$ cat src/rtl/bcd_multi_counter_if.sv
// Control and status bundle for bcd_multi_counter; packed BCD, digit i at [4i+3:4i].
// No handshake: the counter samples inputs every clk edge and never stalls.
interface bcd_multi_counter_if #(
  parameter int DIGITS = 4
);
  logic                  en;
  logic                  bit_dir;
  logic                  load;
  logic [4*DIGITS-1:0]   load_val;
  logic [4*DIGITS-1:0]   value;
  logic                  tc;
  logic                  ovf;

  modport master (
    output en, bit_dir, load, load_val,
    input  value, tc, ovf
  );

  modport slave (
    input  en, bit_dir, load, load_val,
    output value, tc, ovf
  );
endinterface

$ cat src/rtl/bcd_multi_counter.sv
// Multi-digit BCD up/down counter with load, wrap/saturate and cascade tc; 1-cycle latency.
// No backpressure: a step is taken on every edge with en high; tc is combinational.
module bcd_multi_counter #(
  parameter int DIGITS = 4,
  parameter bit WRAP   = 1'b1
) (
  input logic               clk,
  input logic               rst,
  bcd_multi_counter_if.slave ctr
);
  logic [4*DIGITS-1:0] value_q, value_d;
  logic                ovf_q, ovf_d;
  logic [DIGITS:0]     chain;
  logic                at_bound;

  // chain[i] is high when every digit below i sits at the rollover digit for the
  // current direction, so digit i steps this cycle; chain[DIGITS] flags the boundary.
  always_comb begin
    chain[0] = 1'b1;
    for (int i = 0; i < DIGITS; i++) begin
      chain[i+1] = chain[i] & (ctr.bit_dir ? (value_q[4*i +: 4] == 4'd9)
                                           : (value_q[4*i +: 4] == 4'd0));
    end
  end

  assign at_bound = chain[DIGITS];

  always_comb begin
    value_d = value_q;
    ovf_d   = 1'b0;
    if (ctr.load) begin
      for (int i = 0; i < DIGITS; i++) begin
        value_d[4*i +: 4] = (ctr.load_val[4*i +: 4] > 4'd9) ? 4'd9 : ctr.load_val[4*i +: 4];
      end
    end else if (ctr.en) begin
      ovf_d = at_bound;
      if (!(at_bound && !WRAP)) begin
        for (int i = 0; i < DIGITS; i++) begin
          if (chain[i]) begin
            if (ctr.bit_dir) begin
              value_d[4*i +: 4] = (value_q[4*i +: 4] == 4'd9) ? 4'd0 : value_q[4*i +: 4] + 4'd1;
            end else begin
              value_d[4*i +: 4] = (value_q[4*i +: 4] == 4'd0) ? 4'd9 : value_q[4*i +: 4] - 4'd1;
            end
          end
        end
      end
    end
  end

  always_ff @(posedge clk) begin
    if (rst) begin
      value_q <= '0;
      ovf_q   <= 1'b0;
    end else begin
      value_q <= value_d;
      ovf_q   <= ovf_d;
    end
  end

  assign ctr.value = value_q;
  assign ctr.ovf   = ovf_q;
  assign ctr.tc    = ctr.en & at_bound;
endmodule
$ cat src/flat_wrapper.sv
// flat-port wrapper written by rule: the top's interface ports become plain ports
module bcd_multi_counter_flat 
#(
  parameter int DIGITS = 4,
  parameter bit WRAP   = 1'b1
)
  (clk, rst, ctr_en, ctr_bit_dir, ctr_load, ctr_load_val, ctr_value, ctr_tc, ctr_ovf);
  bcd_multi_counter_if #(.DIGITS(DIGITS)) ctr_i ();
  input logic clk;
  input logic rst;
  input wire logic [$bits(ctr_i.en)-1:0] ctr_en;
  input wire logic [$bits(ctr_i.bit_dir)-1:0] ctr_bit_dir;
  input wire logic [$bits(ctr_i.load)-1:0] ctr_load;
  input wire logic [$bits(ctr_i.load_val)-1:0] ctr_load_val;
  output wire logic [$bits(ctr_i.value)-1:0] ctr_value;
  output wire logic [$bits(ctr_i.tc)-1:0] ctr_tc;
  output wire logic [$bits(ctr_i.ovf)-1:0] ctr_ovf;
  assign ctr_i.en = ctr_en;
  assign ctr_i.bit_dir = ctr_bit_dir;
  assign ctr_i.load = ctr_load;
  assign ctr_i.load_val = ctr_load_val;
  assign ctr_value = ctr_i.value;
  assign ctr_tc = ctr_i.tc;
  assign ctr_ovf = ctr_i.ovf;
  bcd_multi_counter #(.DIGITS(DIGITS), .WRAP(WRAP)) u_core (.clk(clk), .rst(rst), .ctr(ctr_i));
endmodule
$ cat config.mk
export PLATFORM = sky130hd
export DESIGN_NAME = bcd_multi_counter_flat
export DESIGN_NICKNAME = d
export VERILOG_FILES = /design/src/rtl/bcd_multi_counter_if.sv /design/src/rtl/bcd_multi_counter.sv /design/src/flat_wrapper.sv
export SDC_FILE = /design/constraint.sdc
export NUM_CORES = 1
export LEC_CHECK = 0
export CAP_MARGIN = 30
export CORE_ASPECT_RATIO = 1.25
export CORE_MARGIN = 2
export CORE_UTILIZATION = 35
export DETAILED_ROUTE_END_ITERATION = 16
export PLACE_DENSITY = 0.64
export SYNTH_ARGS = -nofsm -noshare
export SYNTH_HDL_FRONTEND = slang
export SYNTH_SLANG_ARGS = --single-unit
$ cat constraint.sdc
create_clock -name clk -period 2.8 [get_ports clk]
set_input_delay 0.56 -clock clk [delete_from_list [all_inputs] [get_ports clk]]
set_output_delay 0.56 -clock clk [all_outputs]
set_load 0.03 [all_outputs]
======== Word level (Yosys, flattened, before mapping) ========
Cells that the tools add are included.
word-level totals
  register bits ........................... 17
  bits of input ports ..................... 21
  output and inout bits ................... 18
  word-level logic and storage cells ...... 63
operators by class
  $add $sub $neg .......................... 8
  order comparisons ....................... 4
  equal/unequal tests ..................... 4
  mux-type cells .......................... 25
  bitwise gates (word level) .............. 5
  reduce and logical (&&, ||, !) cells .... 12
operators with widths
  kind                 count
  $mux 4               19
  $mux 16              2
  $add 4x1->4 const B  4
  $eq 4x4->1 const B   4
  $gt 4x4->1 const B   4
  $logic_not 4->1      4
  $sub 4x1->4 const B  4
  $reduce_bool 2->1    4
  $reduce_and 2->1     3
  $and 1x1->1          4
  $mux 1               4
  $reduce_or 3->1      1
  $not 1->1            1

======== Logic depth before layout (Yosys ltp) ========
Gate-level depths: netlist (run 1).
  word-level depth ........................ 7
  mapped depth ............................ 7
  depth with buffers taken out ............ 5

======== Least setup slack after synthesis (run 1) ========
No wires, ideal clock.
  path type ............................... input -> output
  start ................................... in ctr_bit_dir
  end ..................................... out ctr_tc
  arrival time ............................ 1.923 ns
  data required time ...................... 2.240 ns
  setup slack ............................. 0.317 ns
  stages on the path ...................... 5
  buffers on the path ..................... 1
  cell sequence ........................... buf_2 > or3_4 > nand2_4 > nand4b_1 > a2111oi_2
between the ends
  word-level cells in the longest chain between the ends .. 5
RTL lines
  item                      RTL line                 RTL
  from (decl)               flat_wrapper.sv:12       input wire logic [$bits(ctr_i.bit_dir)-1:0] ctr_bit_dir;
  $mux 1                    bcd_multi_counter.sv:21  chain[i+1] = chain[i] & (ctr.bit_dir ? (value_q[4*i +: 4] == 4'd9)
  $and 1x1->1 (2 in a row)  bcd_multi_counter.sv:21
  $and 1x1->1 (*)           bcd_multi_counter.sv:21
  $and 1x1->1 (*)           bcd_multi_counter.sv:63  assign ctr.tc = ctr.en & at_bound;
  to (decl)                 flat_wrapper.sv:16       output wire logic [$bits(ctr_i.tc)-1:0] ctr_tc;
Mark *: on every way between the ends. The rest lies on a longest branch, timed or not.

======== Final worst setup path (run 1) ========
  start ................................... reg u_core.value_q[8], in the netlist u_core.ctr.value[8]
  end ..................................... out ctr_tc
between the ends
  word-level cells in the longest chain between the ends .. 5
RTL lines
  item                                           RTL line                                          RTL
  from (decl)                                    bcd_multi_counter.sv:11                           logic [4*DIGITS-1:0] value_q, value_d;
  from (signal assigned)                         bcd_multi_counter.sv:56                           value_q <= value_d;
  $eq 4x4->1 or $logic_not 4->1 (tied branches)  bcd_multi_counter.sv:21, bcd_multi_counter.sv:22
  $mux 1 (*)                                     bcd_multi_counter.sv:21
  $and 1x1->1 (*) (2 in a row)                   bcd_multi_counter.sv:21
  $and 1x1->1 (*)                                bcd_multi_counter.sv:63
Marks and branches as above.

==> flow_metrics.py, run 1 <==
metrics = {
    "cells_and_area": {
        "antennaDiodeCount": 0,
        "fin_area_um2": 2110,
        "final_util_pct": 48.3,
        "drive_above_1_share_pct": 13.5,
        "area_growth_pct": 33.8,
        "fill_cells": 440,
        "fin_nets": 267,
    },
    "power_and_ir_drop": {
        "p_int_uw": 498,
        "power.share.sequential_pct": 39.5,
        "leakagePower_uw": 0.000754,
        "peakVddDrop_v": 0.000182,
        "pwr-share-clk_pct": 25.7,
        "swShare_pct": 35.1,
        "power_switching_uw": 269,
        "power_density_nw_per_um2": 364,
        "power_frac_comb_pct": 34.8,
    },
    "synth": {
        "syn_avg_cell_area_um2": 7.43,
        "synth-seq-cells": 17,
        "ys_seq_area_share_pct": 21.6,
        "syn_inst": 212,
        "synth_most_common_cell": "o21ai_0",
        "ys_top_cells_by_count": "o21ai_0 (24), dfxtp_1 (17), nand2_1 (14)",
        "synth-async-reset-ratio_pct": 0,
        "synth_top_cell_area_share_pct": 21.6,
        "syn-num-nets": 233,
        "synthesis.area_um2": 1580,
        "synthTopCellsByArea": "dfxtp_1 (22%), o21ai_0 (7.6%), nand3_1 (4.1%), a21oi_1 (3.5%), nand2_1 (3.3%)",
        "synth_cell_types": 54,
        "yosys.area.top_type": "dfxtp_1",
        "synth-edff-count": 0,
        "yosys_warnings": 0,
        "ys.flop_type": "dfxtp_1",
    },
    "floorplan": {
        "pin_count": 39,
        "core_um2": 4360,
        "row_count": 27,
        "die_area_um2": 5060,
        "die_x_um": 64.0,
        "die_y_um": 79.0,
        "start_util_pct": 36.1,
    },
    "grt": {
        "overflow": 0,
        "grt_pass1_vias": 1499,
        "grt_pass1_wl_um": 6820,
        "grt_max_degree": 31,
        "grt.total_usage_pct": 16.5,
        "antenna_found_initial": 0,
    },
    "critical_path": {
        "worstPathMaxFanout": 12,
        "cp.arrival_ns": 1.98,
        "worstRegToRegCells": 6,
        "cp-end-kind": "primary output",
        "path_cells": "or3_4 -> nand2_2 -> nand4b_1 -> a2111oi_4 -> buf_4",
        "required_ns": 2.24,
        "r2r_start": "u_core.ctr.value[0]",
        "worstSetupPathType": "flip-flop to primary output",
        "r2r-end": "u_core.ctr.value[11]",
        "rrSetupSlack_ns": 0.83,
        "critPathMaxStageDelay_ns": 0.46,
        "slowest_stage": "dfxtp_1",
        "start_kind": "flip-flop",
    },
    "sta": {
        "setup_ws_ns": 0.258,
        "relSlewSlack_pct": 67.2,
        "finalCritPeriodShare_pct": 90.8,
        "worst_pin_slew_ns": 0.491,
        "rsz0062_at_grt": "no",
        "finalCriticalPeriod_ns": 2.54,
        "finalSetupViolCount": 0,
        "fmax_mhz": 393,
        "finalHoldViolations": 0,
        "skew_ns": 0.00228,
        "slew_violations": 0,
    },
    "routing": {
        "dr.pass1.iters": 4,
        "drt-total-wl_um": 3920,
        "drc": 0,
        "num_vias": 1643,
        "wl_per_cell_um": 12.9,
        "drt_iter0_markers": 88,
        "avgViaCountPerCell": 5.42,
        "postRouteAntennaNets": 0,
    },
    "place": {
        "place_area_um2": 2000,
        "pre_cts_slack_ns": -0.00979,
        "dp_hpwl_um": 2760,
        "place.gp.congestion": 0.789,
        "numPortBuffers": 38,
    },
    "cts": {
        "clock_latency_ns": 0.26,
        "cts_buffers": 3,
        "cts_max_level": 1,
        "clkSinkCount": 17,
        "cts_root_buffer": "clkbuf_8",
        "cts_buffer_depth": 2,
        "cts_tree": "done",
        "clk_pin_slew_ns": 0.07,
    },
    "run_status": {
        "outcome": "finished clean",
    },
    "job": {
        "max-cap-violations": 0,
    },
    "hold_path": {
        "min-delay-start": "u_core.ctr.value[9]",
        "hold_path.class": "flip-flop to flip-flop",
        "holdPathStages": 2,
        "worstHoldEndpoint": "u_core.ctr.value[9]",
    },
}
## routing by layer
metal  global-route usage (%)  vias up  routed length [µm]
met3                     2.27        7                 120
li1                         -      836                   -
met4                     7.17        0                  77
met2                     27.9       38                1940
met5                        0        -                   0
met1                     20.6      762                1780
## layout make-up
| cell class | count | area (µm²) | area share (%) |
|---|---|---|---|
| sequential | 17 | 340 | 16.2 |
| timing repair buffer | 52 | 495 | 23.5 |
| multi-input combinational | 164 | 1120 | 53.3 |
| tap | 58 | 72.6 | 3.44 |
| clock buffer | 4 | 45.0 | 2.14 |
| inverter | 8 | 30.0 | 1.43 |
## metrics by stage
step	hold slack, ns	power, µW	setup TNS (ns)	instances
2_1_floorplan	0.700	475	0	212
3_3_place_gp	0.654	563	0	297
3_5_place_dp	0.657	565	-0.00979	297
4_1_cts	0.668	762	0	301
5_1_grt	0.705	812	0	303
6_report	0.669	766	0	303
## worst max-delay path, delay by kind of cell (launching register included)
kind                   cells  cell delay, ns
AO/OA/AOI/OAI              1            0.34
AND/OR/NAND/NOR            3            0.70
flip-flops                 1            0.46
buffers and inverters      1            0.22
## registers in the layout, summed over array words and instances, names as in the netlist
name	flops
u_core.ctr.value	16
u_core.ctr.ovf	1
## worst max-delay path by stage
stage,startpoint,to,slack (ns),cells after the start
2_1_floorplan,ctr_bit_dir,ctr_tc,0.32,5
3_3_place_gp,ctr_bit_dir,ctr_tc,0.03,7
3_5_place_dp,ctr_bit_dir,ctr_tc,-0.01,7
4_1_cts,ctr_bit_dir,ctr_tc,0.01,7
5_1_grt,u_core.ctr.value[8],ctr_tc,0.15,5
6_report,u_core.ctr.value[8],ctr_tc,0.26,5
## cell usage in the layout (no fill, tap or decap), types with 2 or more instances in the layout
master,count
a2111oi_0,2
a21oi_1,11
a22o_1,3
a311oi_1,3
a31oi_1,3
buf_4,13
buf_6,2
clkbuf_8,3
clkdlybuf4s50_1,35
dfxtp_1,17
dlymetal6s2s_1,2
inv_1,8
mux2i_1,5
nand2_1,12
nand2_2,2
nand2b_1,8
nand3_1,11
nand3_2,2
nand3b_1,4
nand4b_1,2
nor2_1,11
nor2b_1,3
nor3_1,4
nor4_1,3
o211ai_1,2
o21a_1,3
o21ai_0,24
o22ai_1,4
or2_2,2
or3_1,2
or3_4,3
or4bb_1,2
xnor2_1,5
xor2_1,6
## power by group through the flow
stage / logic [µW] / registers, µW / clock network [µW]
global route: 293 / 308 / 211
detailed placement: 259 / 306 / 0
CTS: 261 / 301 / 201
global placement: 257 / 306 / 0
finish: 267 / 303 / 197
floorplan: 169 / 306 / 0
## repair_timing
item | 4_1_cts | 5_1_grt
hold buffers | 0 | 0
buffers inserted | 0 | 2
pin swaps | 0 | 3
gates cloned | 0 | 0
setup endpoints to repair | 1 | 1
resized for setup | 1 | 12
## kinds of logic after synthesis
kind of cell	synth area share, %
simple gates	29.2
compound gates	29.6
flops	21.6
xor+xnor	6.12
mux	3.89
buf+inv	9.53
Power figures use the tool's default switching activity.
==> inputs of run 2 (changes only) <==
==> constraint.sdc (replaced) <==
create_clock -name clk -period 2.4 [get_ports clk]
set_input_delay 0.48 -clock clk [delete_from_list [all_inputs] [get_ports clk]]
set_output_delay 0.48 -clock clk [all_outputs]
set_load 0.03 [all_outputs]
==> run 2 against run 1 <==
  * Critical path depth rose by 2
  * Register-to-register slack lost 0.28 ns
  * Sequential share of layout area fell by 0.36 points
  * Non-clock buffer count grew 12
  * Power increased by 19%
  * Clock-buffer cell count stayed put
  * Clock power is 15% higher
  * Die area unchanged
  * Largest cell class unchanged
  * Largest power group is now combinational cells
==> flow_metrics.py, run 2 (synthesis results as in run 1) <==
metrics = {
    "critical_path": {
        "start_kind": "input port",
        "worstSetupPathType": "input port to primary output",
        "path_buf_inv": 3,
        "worstPathMaxFanout": 6,
        "required_ns": 1.92,
        "path_cells": "buf_2 -> buf_6 -> or3_4 -> nand2_2 -> nand4b_1 -> a2111oi_2 -> buf_4",
        "critPathTopFamily": "simple AND/OR/NAND/NOR gates",
        "critPathMaxStageDelay_ns": 0.39,
        "cp.arrival_ns": 1.83,
        "slowest_stage": "or3_4",
        "cp-end-kind": "primary output",
    },
    "floorplan": {
        "start_util_pct": 36.1,
        "die_x_um": 64.0,
        "pin_count": 39,
        "core_um2": 4360,
        "die_area_um2": 5060,
        "die_y_um": 79.0,
        "row_count": 27,
    },
    "cells_and_area": {
        "largest_reg_flops": 16,
        "layout_commonest_cell": "clkdlybuf4s50_1",
        "fin_nets": 279,
        "fill_cells": 431,
        "antennaDiodeCount": 0,
        "final_util_pct": 49.6,
        "area_growth_pct": 37.3,
        "drive_above_1_share_pct": 17.9,
        "final_cell_mix": "clkdlybuf4s50_1 (35), buf_4 (26), o21ai_0 (24), dfxtp_1 (16), nand3_1 (13)",
    },
    "cts": {
        "holdBufCountCts": 0,
        "cts_buffers": 3,
        "cts_root_buffer": "clkbuf_8",
        "cts_tree": "done",
        "clk_pin_slew_ns": 0.08,
        "clkSinkCount": 17,
        "clock_latency_ns": 0.26,
        "cts_max_level": 1,
        "cts_buffer_depth": 2,
    },
    "sta": {
        "fin_hold_ws_ns": 0.643,
        "relSlewSlack_pct": 69.3,
        "skew_ns": 0.0111,
        "finalCritPeriodShare_pct": 96.2,
        "fmax_mhz": 433,
        "slew_violations": 0,
        "worst_pin_slew_ns": 0.449,
        "finalSetupViolCount": 0,
        "finalCriticalPeriod_ns": 2.31,
        "rsz0062_at_grt": "no",
        "finalHoldViolations": 0,
    },
    "routing": {
        "drc": 0,
        "wl_per_cell_um": 12.6,
        "postRouteAntennaNets": 0,
        "dr.pass1.iters": 4,
        "drt-total-wl_um": 3980,
        "drt_iter0_markers": 89,
        "avgViaCountPerCell": 5.29,
        "num_vias": 1665,
    },
    "hold_path": {
        "hold_path.class": "flip-flop to flip-flop",
    },
    "grt": {
        "grt_pass1_wl_um": 6780,
        "grt_max_degree": 25,
        "overflow": 0,
        "grt_pass1_vias": 1478,
        "antenna_found_initial": 0,
        "grt.total_usage_pct": 16.6,
    },
    "place": {
        "place.gp.congestion": 0.849,
        "numPortBuffers": 38,
        "dp_hpwl_um": 3070,
    },
    "power_and_ir_drop": {
        "peakVddDrop_v": 0.000282,
        "power_density_nw_per_um2": 420,
        "leakagePower_uw": 0.000797,
    },
    "job": {
        "max-cap-violations": 0,
    },
    "run_status": {
        "outcome": "finished clean",
    },
}
run 2: cell count changes in the layout (fill, tap and decap cells not counted), moves of 2 or more:
cell / previous run / this run
buf_4: 13 / 26
dlymetal6s2s_1: 2 / 0
nand3_1: 11 / 13
nand3_2: 2 / 0
run 2: worst min-delay path, delay by kind of cell, from the launching register on:
kind	cells	cell delay, ns
AO/OA/AOI/OAI	2	0.21
flip-flops	1	0.39
run 2: worst paths after layout:
| kind | slack (ns) | start | depth (start not counted) | to |
|---|---|---|---|---|
| worst max-delay path | 0.09 | ctr_bit_dir | 7 | ctr_tc |
| worst min-delay path | 0.64 | u_core.ctr.value[1] | 2 | u_core.ctr.value[2] |
| worst max register to register | 0.55 | u_core.ctr.value[4] | 6 | u_core.ctr.value[15] |
| worst min register to register | 0.64 | u_core.ctr.value[1] | 2 | u_core.ctr.value[2] |
run 2: power breakdown:
group | switching [µW] | total [µW] | internal (µW) | leakage, µW
Combinational | 176 | 353 | 177 | 0.000633
Clock | 108 | 226 | 118 | 0.0000228
Sequential | 28.3 | 329 | 301 | 0.000141
run 2: what timing repair did:
item,in CTS,in global routing
setup buffers,2,0
pin swaps,6,0
endpoints found under the setup margin,1,1
gates cloned,0,0
resized for setup,10,2
run 2: cell type report:
cell class | count | area (µm²) | area share (%)
Inverter | 8 | 30.0 | 1.39
Sequential cell | 17 | 342 | 15.8
Timing Repair Buffer | 64 | 571 | 26.4
Multi-Input combinational cell | 164 | 1100 | 51.0
Tap cell | 58 | 72.6 | 3.35
Clock buffer | 4 | 45.0 | 2.08
run 2: per-layer routing:
metal  share of wire, %  track usage (%)
met1                 44             20.1
met4                2.7             8.04
met3                3.2             1.70
met2                 50             29.0
met5                  0                0
run 2: through the flow:
step,power [µW],area [µm²],setup TNS [ns],cells,worst slack [ns]
after floorplan,555,1580,0,212,0.0695
after global placement,679,2090,-0.715,309,-0.190
after detailed placement,683,2090,-0.879,309,-0.196
after CTS,914,2160,0,315,0.0677
after global routing,964,2160,0,315,0.0183
final,909,2160,0,315,0.0900
==> RTL edit, RTL diff (flow settings as in run 2) <==
`value_q` no longer has a reset.
--- a/src/rtl/bcd_multi_counter.sv
+++ b/src/rtl/bcd_multi_counter.sv
@@ -52,8 +52,10 @@
     if (rst) begin
-      value_q <= '0;
       ovf_q   <= 1'b0;
     end else begin
-      value_q <= value_d;
       ovf_q   <= ovf_d;
     end
+  end
+
+  always_ff @(posedge clk) begin
+    value_q <= value_d;
   end
Behaviour: not the same (Yosys sat finds a counterexample within 4 cycles, from zero or initial values and one cycle with rst high).
==> RTL edit against run 2 <==
- die area is 9.8% lower
- sequential cell count unchanged
- power grew 6.7%
- design area fell by 10%
- cell count fell by 18%
- global-route usage is 0.28 points higher
- setup slack improved by 0.043 ns
- synthesized area down 10%
- routed wire length decreased by 9.1%
- critical path depth down 3
- critical path type is now reg -> out
- critical endpoint unchanged
- largest cell class unchanged
==> RTL edit: results (changes against run 2) <==
* Fin nets at 226 (-19%)
* XOR/XNOR Fraction of Synth Area at 4.96% (-1.2 points)
* Met3 Routed Length at 121 µm (-6.2%)
* Routed met1 length at 1590 µm (-8.2%)
* Comb group at 0.337 mW (-5%)
* Placer congestion estimate at 0.857 (+0.91%)
* Dpl cells at 254 (-18%)
* Crit-path slowest cell: edfxtp_1
* Compound-cell area share of the yosys netlist at 27.4% (-2.2 points)
* M1 GR Usage at 21.3% (+1.2 points)
* Hold Crit Start: u_core.ctr.value[13]
* Post-place instance area at 1890 µm² (-9.2%)
* DRT iter0 DRCs at 81 (-9.0%)
* Hold Path Stages at 3 (+1)
* Vias/cell at 5.46 (+3.2%)
* Non-clock buffers at 51 (-20%)
* Reg2Reg Setup Slack at 0.48 ns (-0.07 ns)
* Instance count of the mapped netlist at 166 (-22%)
* Drt wl/cell at 14.0 µm (+11%)
* Sequential power at 0.418 mW (+27%)
* Crit Path Max Fanout at 2 (-4)
* Met2 global-route usage at 28.2% (-0.76 points)
* Multi-input gate count at 124 (-24%)
* Clock skew at 0.000964 ns (-0.0102 ns)
* Sequential share of cell area at 25.8% (+10 points)
* NonClk Buf Share at 24.4% (-2.0 points)
* Outcome: finished clean
* Vias at 1408 (-15%)
RTL edit: cell types whose count changed in the layout (fill, tap and decap cells not counted), moves of 5 or more:
cell	before	now
dfxtp_1	16	1
nand2_1	12	5
nand3_1	13	6
nor2b_1	3	8
mux2i_1	5	0
o21ai_0	24	19
edfxtp_1	0	16
nand2b_1	8	0
buf_4	26	13
RTL edit: repair_timing:
item / in CTS / in global routing
pin swaps: 3 / 1
resized for setup: 1 / 4
hold buffers: 0 / 0
endpoints found under the setup margin: 1 / 1
RTL edit: how the worst max path moves through the flow:
stage,end,slack [ns],cells after the start
2_1_floorplan,ctr_tc,0.005,4
3_3_place_gp,ctr_tc,-0.25,5
3_5_place_dp,ctr_tc,-0.28,5
4_1_cts,ctr_tc,0.009,5
5_1_grt,ctr_tc,0.05,4
6_report,ctr_tc,0.13,4
RTL edit: worst min-delay path, cell delays in order (launching register included):
cell      delay (ns)
edfxtp_1        0.51
nor4_1          0.11
o21ai_0         0.07
nor4_1          0.05
